### src/rtl/divider.sv
// Radix-2 restoring divider for DIV/DIVU: WIDTH iterations, then a sign-fix
// cycle that publishes quotient/remainder with a one-cycle done pulse.
module divider #(
  parameter int WIDTH = 32
) (
  input  logic             clk,
  input  logic             reset,
  input  logic             start_div,
  input  logic             div_sign,
  input  logic [WIDTH-1:0] dividend,
  input  logic [WIDTH-1:0] divisor,
  output logic             div_ready,
  output logic             div_done,
  output logic [WIDTH-1:0] quotient,
  output logic [WIDTH-1:0] remainder,
  output logic             div_by_zero
);

  localparam int CW = (WIDTH > 2) ? $clog2(WIDTH) : 1;
  localparam logic [CW-1:0] LAST = CW'(WIDTH - 1);

  typedef enum logic [1:0] {S_IDLE, S_CALC, S_FIX, S_DONE} state_t;

  state_t           r_state;
  logic [CW-1:0]    r_cnt;
  logic [WIDTH-1:0] r_rem;
  logic [WIDTH-1:0] r_quo;
  logic [WIDTH-1:0] r_dvs;
  logic             r_neg_q;
  logic             r_neg_r;
  logic             r_dz;
  logic             r_ready;
  logic             r_done;
  logic [WIDTH-1:0] r_q_out;
  logic [WIDTH-1:0] r_r_out;
  logic             r_dz_out;

  logic             w_dvd_neg;
  logic             w_dvs_neg;
  logic [WIDTH-1:0] w_dvd_mag;
  logic [WIDTH-1:0] w_dvs_mag;
  logic             w_accept;
  logic [WIDTH:0]   w_shift;
  logic             w_ge;
  logic [WIDTH-1:0] w_rem_next;

  assign w_dvd_neg = div_sign & dividend[WIDTH-1];
  assign w_dvs_neg = div_sign & divisor[WIDTH-1];
  assign w_dvd_mag = w_dvd_neg ? -dividend : dividend;
  assign w_dvs_mag = w_dvs_neg ? -divisor  : divisor;

  // The release cycle also accepts a new request so back-to-back ops
  // sustain one operation every WIDTH+2 cycles.
  assign w_accept = start_div & ((r_state == S_IDLE) | (r_state == S_DONE));

  // Dividend bits stream out of the quotient register MSB first.
  assign w_shift = {r_rem, r_quo[WIDTH-1]};
  assign w_ge    = (w_shift >= {1'b0, r_dvs});

  always_comb begin
    w_rem_next = w_shift[WIDTH-1:0];
    if (w_ge) w_rem_next = WIDTH'(w_shift - {1'b0, r_dvs});
  end

  always_ff @(posedge clk) begin
    if (!reset) begin
      r_state  <= S_IDLE;
      r_cnt    <= '0;
      r_rem    <= '0;
      r_quo    <= '0;
      r_dvs    <= '0;
      r_neg_q  <= 1'b0;
      r_neg_r  <= 1'b0;
      r_dz     <= 1'b0;
      r_ready  <= 1'b1;
      r_done   <= 1'b0;
      r_q_out  <= '0;
      r_r_out  <= '0;
      r_dz_out <= 1'b0;
    end else if (w_accept) begin
      r_state <= S_CALC;
      r_cnt   <= '0;
      r_rem   <= '0;
      r_quo   <= w_dvd_mag;
      r_dvs   <= w_dvs_mag;
      r_neg_q <= w_dvd_neg ^ w_dvs_neg;
      r_neg_r <= w_dvd_neg;
      r_dz    <= (divisor == '0);
      r_ready <= 1'b0;
      r_done  <= 1'b0;
    end else begin
      case (r_state)
        S_CALC: begin
          r_rem <= w_rem_next;
          r_quo <= {r_quo[WIDTH-2:0], w_ge};
          r_cnt <= r_cnt + 1'b1;
          if (r_cnt == LAST) r_state <= S_FIX;
        end
        S_FIX: begin
          // Zero divisor leaves the dividend magnitude as remainder, so the
          // normal sign fix restores the original dividend; only q is forced.
          r_q_out  <= r_dz ? '1 : (r_neg_q ? -r_quo : r_quo);
          r_r_out  <= r_neg_r ? -r_rem : r_rem;
          r_dz_out <= r_dz;
          r_done   <= 1'b1;
          r_state  <= S_DONE;
        end
        S_DONE: begin
          r_done  <= 1'b0;
          r_ready <= 1'b1;
          r_state <= S_IDLE;
        end
        default: r_state <= S_IDLE;
      endcase
    end
  end

  assign div_ready   = r_ready;
  assign div_done    = r_done;
  assign quotient    = r_q_out;
  assign remainder   = r_r_out;
  assign div_by_zero = r_dz_out;

endmodule
### config.mk
export PLATFORM = sky130hd
export DESIGN_NAME = divider
export DESIGN_NICKNAME = d
export VERILOG_FILES = /design/src/rtl/divider.sv
export SDC_FILE = /design/constraint.sdc
export NUM_CORES = 1
export LEC_CHECK = 0
export CAP_MARGIN = 20
export CORE_MARGIN = 4
export CORE_UTILIZATION = 55
export DETAILED_ROUTE_END_ITERATION = 6
export PLACE_DENSITY = 0.79
export SKIP_CTS_REPAIR_TIMING = 1
export SLEW_MARGIN = 30
export SYNTH_ARGS = -nofsm -noshare
export SYNTH_HDL_FRONTEND = slang
export SYNTH_SLANG_ARGS = --single-unit
### constraint.sdc
create_clock -name clk -period 3.58 [get_ports clk]
set_clock_uncertainty 0.1 [all_clocks]
set_input_delay 0.358 -clock clk [delete_from_list [all_inputs] [get_ports clk]]
set_output_delay 0.358 -clock clk [all_outputs]
set_load 0.05 [all_outputs]
Word-level counts from Yosys, hierarchy flattened:

Cells that the tools add are included.

* bits in registers: 173
* bits in latches: 0
* memory bits (writable): 0
* memory bits (read-only): 0
* output and inout bits: 67
* word-level logic and storage cells: 55
* memories: 0

* add/sub/neg operators: 6
* multiply operators: 0
* div/mod/pow operators: 0
* order comparisons: 1
* equality and inequality tests: 6
* shifts and indexed selects: 0
* multiplexer cells: 14
* bitwise gates (word level): 7
* reductions and logical operators: 7

Operators by type and width (count)
* 32-bit 2-to-1 mux: 8
* 32-bit negator: 4
* 33-bit by 32-bit >= comparator with 1-bit output: 1
* 32-bit logical NOT: 1
* 32-bit subtractor: 1
* 2-bit nonzero test: 3
* 5-bit by 1-bit adder with 5-bit output, second input constant: 1
* 5-bit == test, second input constant: 1
* 2-bit == test, second input constant: 2
* 2-bit one-hot mux with 2 select lines: 1
* 1-bit AND: 3
* 1-bit 2-to-1 mux: 3
* 3-bit inequality test, second input constant: 1
* 2-bit by 1-bit == test with 1-bit output, second input constant: 1
* 2-bit logical NOT: 1
* 2-bit 2-to-1 mux: 1
* 2-bit inequality test, second input constant: 1
* 1-bit inverter: 2
* 1-bit one-hot mux with 2 select lines: 1
* 2-bit AND reduction: 1
* 2-bit OR reduction: 1
* 1-bit OR: 1
* 1-bit bitwise XOR: 1

Longest topological paths before layout:

* word-level depth: 5
* gate-level depth with buffers: 14
* depth with buffers taken out: 12

Worst setup path before layout:

OpenSTA, ideal clock, no wires.

* path kind: register -> register
* from: reg r_quo[2]
* to: reg r_q_out[31], in the netlist quotient[31]
* library setup time: 133 ps
* arrival time: 2755 ps
* setup slack: 592 ps
* cell stages (with the launch flop): 11
* buffers on the path: 1
* clock period less this slack: 2988 ps
* cells stage by stage: dfxtp_1 buf_6 or4_4 nor2_4 nand3_2 or3_4 or4_4 or3_4 o31ai_4 xnor2_1 a21oi_1

* longest elaborated chain between the ends: 3

RTL lines
* from (decl): line 27 `logic [WIDTH-1:0] r_quo;`
* from (signal assigned): line 84 `r_quo <= w_dvd_mag;`
* from (signal assigned): line 95 `r_quo <= {r_quo[WIDTH-2:0], w_ge};`
* 32-bit negator: line 102 `r_q_out <= r_dz ? '1 : (r_neg_q ? -r_quo : r_quo);`
* 32-bit 2-to-1 mux (2 in a row): line 102
* to (signal assigned): line 102
* to (decl): line 34 `logic [WIDTH-1:0] r_q_out;`

Every way passes these cells.
A chain may end at the register's enable or synchronous reset.

Worst setup path in the final report:

* from: reg r_dvs[6]
* to: reg r_rem[31]

* longest elaborated chain between the ends: 2
* elaborated cells on any way between the ends: 3

RTL lines
* from (decl): line 28 `logic [WIDTH-1:0] r_dvs;`
* from (signal assigned): line 85 `r_dvs <= w_dvs_mag;`
* 32-bit subtractor / 33-bit by 32-bit >= comparator with 1-bit output (equally long branches): line 62, 58
* 32-bit 2-to-1 mux (*): line 62 `if (w_ge) w_rem_next = WIDTH'(w_shift - {1'b0, r_dvs});`
* to (signal assigned): line 94 `r_rem <= w_rem_next;`
* to (decl): line 26 `logic [WIDTH-1:0] r_rem;`

Every way passes the cells marked *; elsewhere a longest branch is shown, timed or not.

==> results.sh <==
export IMPL_seq_area_sq_um=3460
export IMPL_cts_path_max_buffers=2
export IMPL_maxCapViolations=0
export IMPL_gr_usage_met2_pct=39.8
export IMPL_synthArstFlopShare_pct=0
export IMPL_r2r_end="r_rem[31]"
export IMPL_track_usage_pct=27.0
export IMPL_critPathTopFamily="compound AO/OA/AOI/OAI gates"
export IMPL_tns_ns=0
export IMPL_maxSlewViolCount=0
export IMPL_grt_pass1_wl_um=48700
export IMPL_min_period_ns=3.29
export IMPL_syn_instance_count=1371
export IMPL_fp_dieW_um=149
export IMPL_pre_cts_ws_ns=0.192
export IMPL_rsz0062_at_grt="false"
export IMPL_antenna_found_initial=0
export IMPL_synth_flop_cell="dfxtp_1"
export IMPL_irDropWorstVdd_mv=0.587
export IMPL_nets=1597
export IMPL_use_met1_pct=40.6
export IMPL_cts_tree="done"
export IMPL_setup_viol=0
export IMPL_final_common_cell="dfxtp_1"
export IMPL_timing_slew_headroom_pct=46.4
export IMPL_synth_edf_count=0
export IMPL_tightest_slew_ns=0.803
export IMPL_start_util_pct=56.2
export IMPL_clkLatencyLatePin_ns=0.44
export IMPL_synth_area_leaders="dfxtp_1 (32%), xor2_1 (6.8%), o211a_1 (6.2%)"
export IMPL_antenna_cells=0
export IMPL_portBuffers=134
export IMPL_grt_remaining_overflow=0
export IMPL_r2r_cells=13
export IMPL_yosys_register_bits=173
export IMPL_worst_path_max_fanout=7
export IMPL_slowest_delay_ns=0.42
export IMPL_cp_num_buf_inv=3
export IMPL_multi_input_area_sq_um=7000
export IMPL_ys_types=63
export IMPL_numCtsBuffers=17
export IMPL_worstSetupPathType="flip-flop to flip-flop"
export IMPL_firstDrtPassIters=5
export IMPL_crit_chain="inv_1 > ha_1 > a21oi_1 > nand2_1 > o21ai_0 > o311ai_0 > buf_4 > o2111ai_1 > a2111oi_2 > buf_4 > or3_1 > a31oi_1 > a21oi_1"
export IMPL_routedWlPerCell_um=17.4
export IMPL_core_sq_um=19500
export IMPL_cts_htree_levels=4
export IMPL_wl_um=30700
export IMPL_netlist_area_sq_um=11000
export IMPL_clk_pin_slew_worst_paths_ns=0.07
export IMPL_cts_root_buf="clkbuf_16"
export IMPL_dpl_instance_area_sq_um=12700
export IMPL_dp_hpwl_um=23400
export IMPL_fmax_mhz=304
export IMPL_place_congestion=1.03
export IMPL_ys_warn_count=0
export IMPL_fp_dieH_um=149
export IMPL_finalInstanceArea_sq_um=13300
export IMPL_worst_ep_arrival_time_ns=3.50
export IMPL_area_growth_pct=21.2
export IMPL_netlist_area_leader_share_pct=31.6
export IMPL_hold_start="reset"
export IMPL_hold_path_cell_count=2
export IMPL_fin_crit_sh_pct=91.8
export IMPL_io_pins=135
export IMPL_final_antenna_net_count=0
export IMPL_rows=51
export IMPL_power_density_nw_per_um2=746
export IMPL_clock_sinks=173
export IMPL_outcome="completed"
export IMPL_hold_viol_final=0
export IMPL_fill_cells=1698
export IMPL_rr_startpoint="r_dvs[6]"
export IMPL_grt_pass1_vias=9504
export IMPL_p_leak_nw=5.64
export IMPL_seq_area_frac_synth_pct=31.6
export IMPL_slowest_stage="o21ai_0"
export IMPL_syn_area_per_cell_sq_um=8.00
export IMPL_drive_above_1_share_pct=6.87
export IMPL_hold_end="r_quo[26]"
export IMPL_r2r_slack_ns=0.29
export IMPL_vias=10500
export IMPL_dieArea_sq_um=22300
export IMPL_drt_iter0_drc=1038
export IMPL_cp_data_required_time_ns=3.79
export IMPL_syn_nets=1481
export IMPL_layout_setup_ws_ns=0.292
export IMPL_final_cell_mix="dfxtp_1 (172), nand2_1 (155), clkdlybuf4s50_1 (133)"
export IMPL_synth_top_cell_by_area="dfxtp_1"
export IMPL_cp_start_kind="flip-flop"
export IMPL_grt_most_used_layer="met1"
export IMPL_end_kind="flip-flop"
export IMPL_min_path_type="input pin to flip-flop"
export IMPL_met3_usage_pct=5.17
export IMPL_drc=0
export IMPL_grt_max_degree=75
export IMPL_vias_per_cell=5.95
==> worst max-delay path by stage <==
| stage | start | to | slack [ns] | cells after the start |
|---|---|---|---|---|
| global placement | dividend[10] | r_quo[29] | 0.26 | 9 |
| CTS | r_quo[31] | r_rem[30] | 0.24 | 13 |
| global route | r_rem[6] | remainder[24] | 0.04 | 9 |
| detailed placement | dividend[10] | r_quo[29] | 0.19 | 9 |
| finish | r_dvs[6] | r_rem[31] | 0.29 | 13 |
| floorplan | r_quo[2] | quotient[31] | 0.59 | 10 |
==> sequential cells by signal (all words and copies together) (netlist names) <==
name,cells
quotient,32
r_dvs,32
r_quo,32
r_rem,32
remainder,32
r_cnt,5
r_state,2
div_by_zero,1
div_done,1
div_ready,1
r_dz,1
r_neg_q,1
r_neg_r,1
==> layer usage <==
layer / part of all wire [%] / up-vias
li1: - / 5161
met5: 0 / -
met2: 42 / 395
met3: 8.4 / 40
met4: 1.6 / 0
met1: 48 / 4904
==> cell type report <==
class,instances,area share [%]
multi-input combinational,1057,52.6
tap,265,2.49
clock buffer,18,3.30
clock inverter,13,1.02
inverter,54,1.52
timing repair buffer,184,13.0
sequential,173,26.0
==> stage by stage <==
step	cells	utilization [%]	hold WS (ns)	total power, W
after global routing	1764	68.1	0.310	0.0106
after global placement	1733	65.1	0.356	0.00794
after CTS	1764	68.1	0.291	0.00986
after floorplan	1371	-	0.342	0.00644
final	1764	68.1	0.296	0.00993
after detailed placement	1733	65.1	0.368	0.00802
==> logic make-up after synthesis <==
| logic type | after synthesis | share of synthesized area [%] |
|---|---|---|
| flops | 173 | 31.6 |
| fa+ha+maj | 42 | 4.86 |
| buf+inv | 141 | 4.89 |
| xor+xnor | 140 | 11.2 |
| mux | 40 | 3.66 |
| simple gates | 385 | 16.9 |
| compound gates | 450 | 27.0 |
==> cell usage after synthesis, types with 24 or more instances <==
master	count
ha_1	41
mux2i_1	39
dfxtp_1	173
clkbuf_1	79
o21ai_0	121
nor3_1	24
xnor2_1	55
o31ai_1	27
a21oi_1	128
inv_1	54
xor2_1	85
o211a_1	68
nand2_1	155
nor2_1	78
==> worst reg2reg max path, stage by stage (launching register included) <==
cell	delay [ns]
dfxtp_1	0.33
inv_1	0.07
ha_1	0.39
a21oi_1	0.24
nand2_1	0.11
o21ai_0	0.42
o311ai_0	0.22
buf_4	0.18
o2111ai_1	0.26
a2111oi_2	0.11
buf_4	0.16
or3_1	0.30
a31oi_1	0.18
a21oi_1	0.08
==> where the power goes <==
part / internal [W] / switching (W) / total (W)
clock network: 0.000989 / 0.000838 / 0.00183
registers: 0.00232 / 0.000379 / 0.00270
logic: 0.00209 / 0.00332 / 0.00540
(Power assumes the default switching activity.)
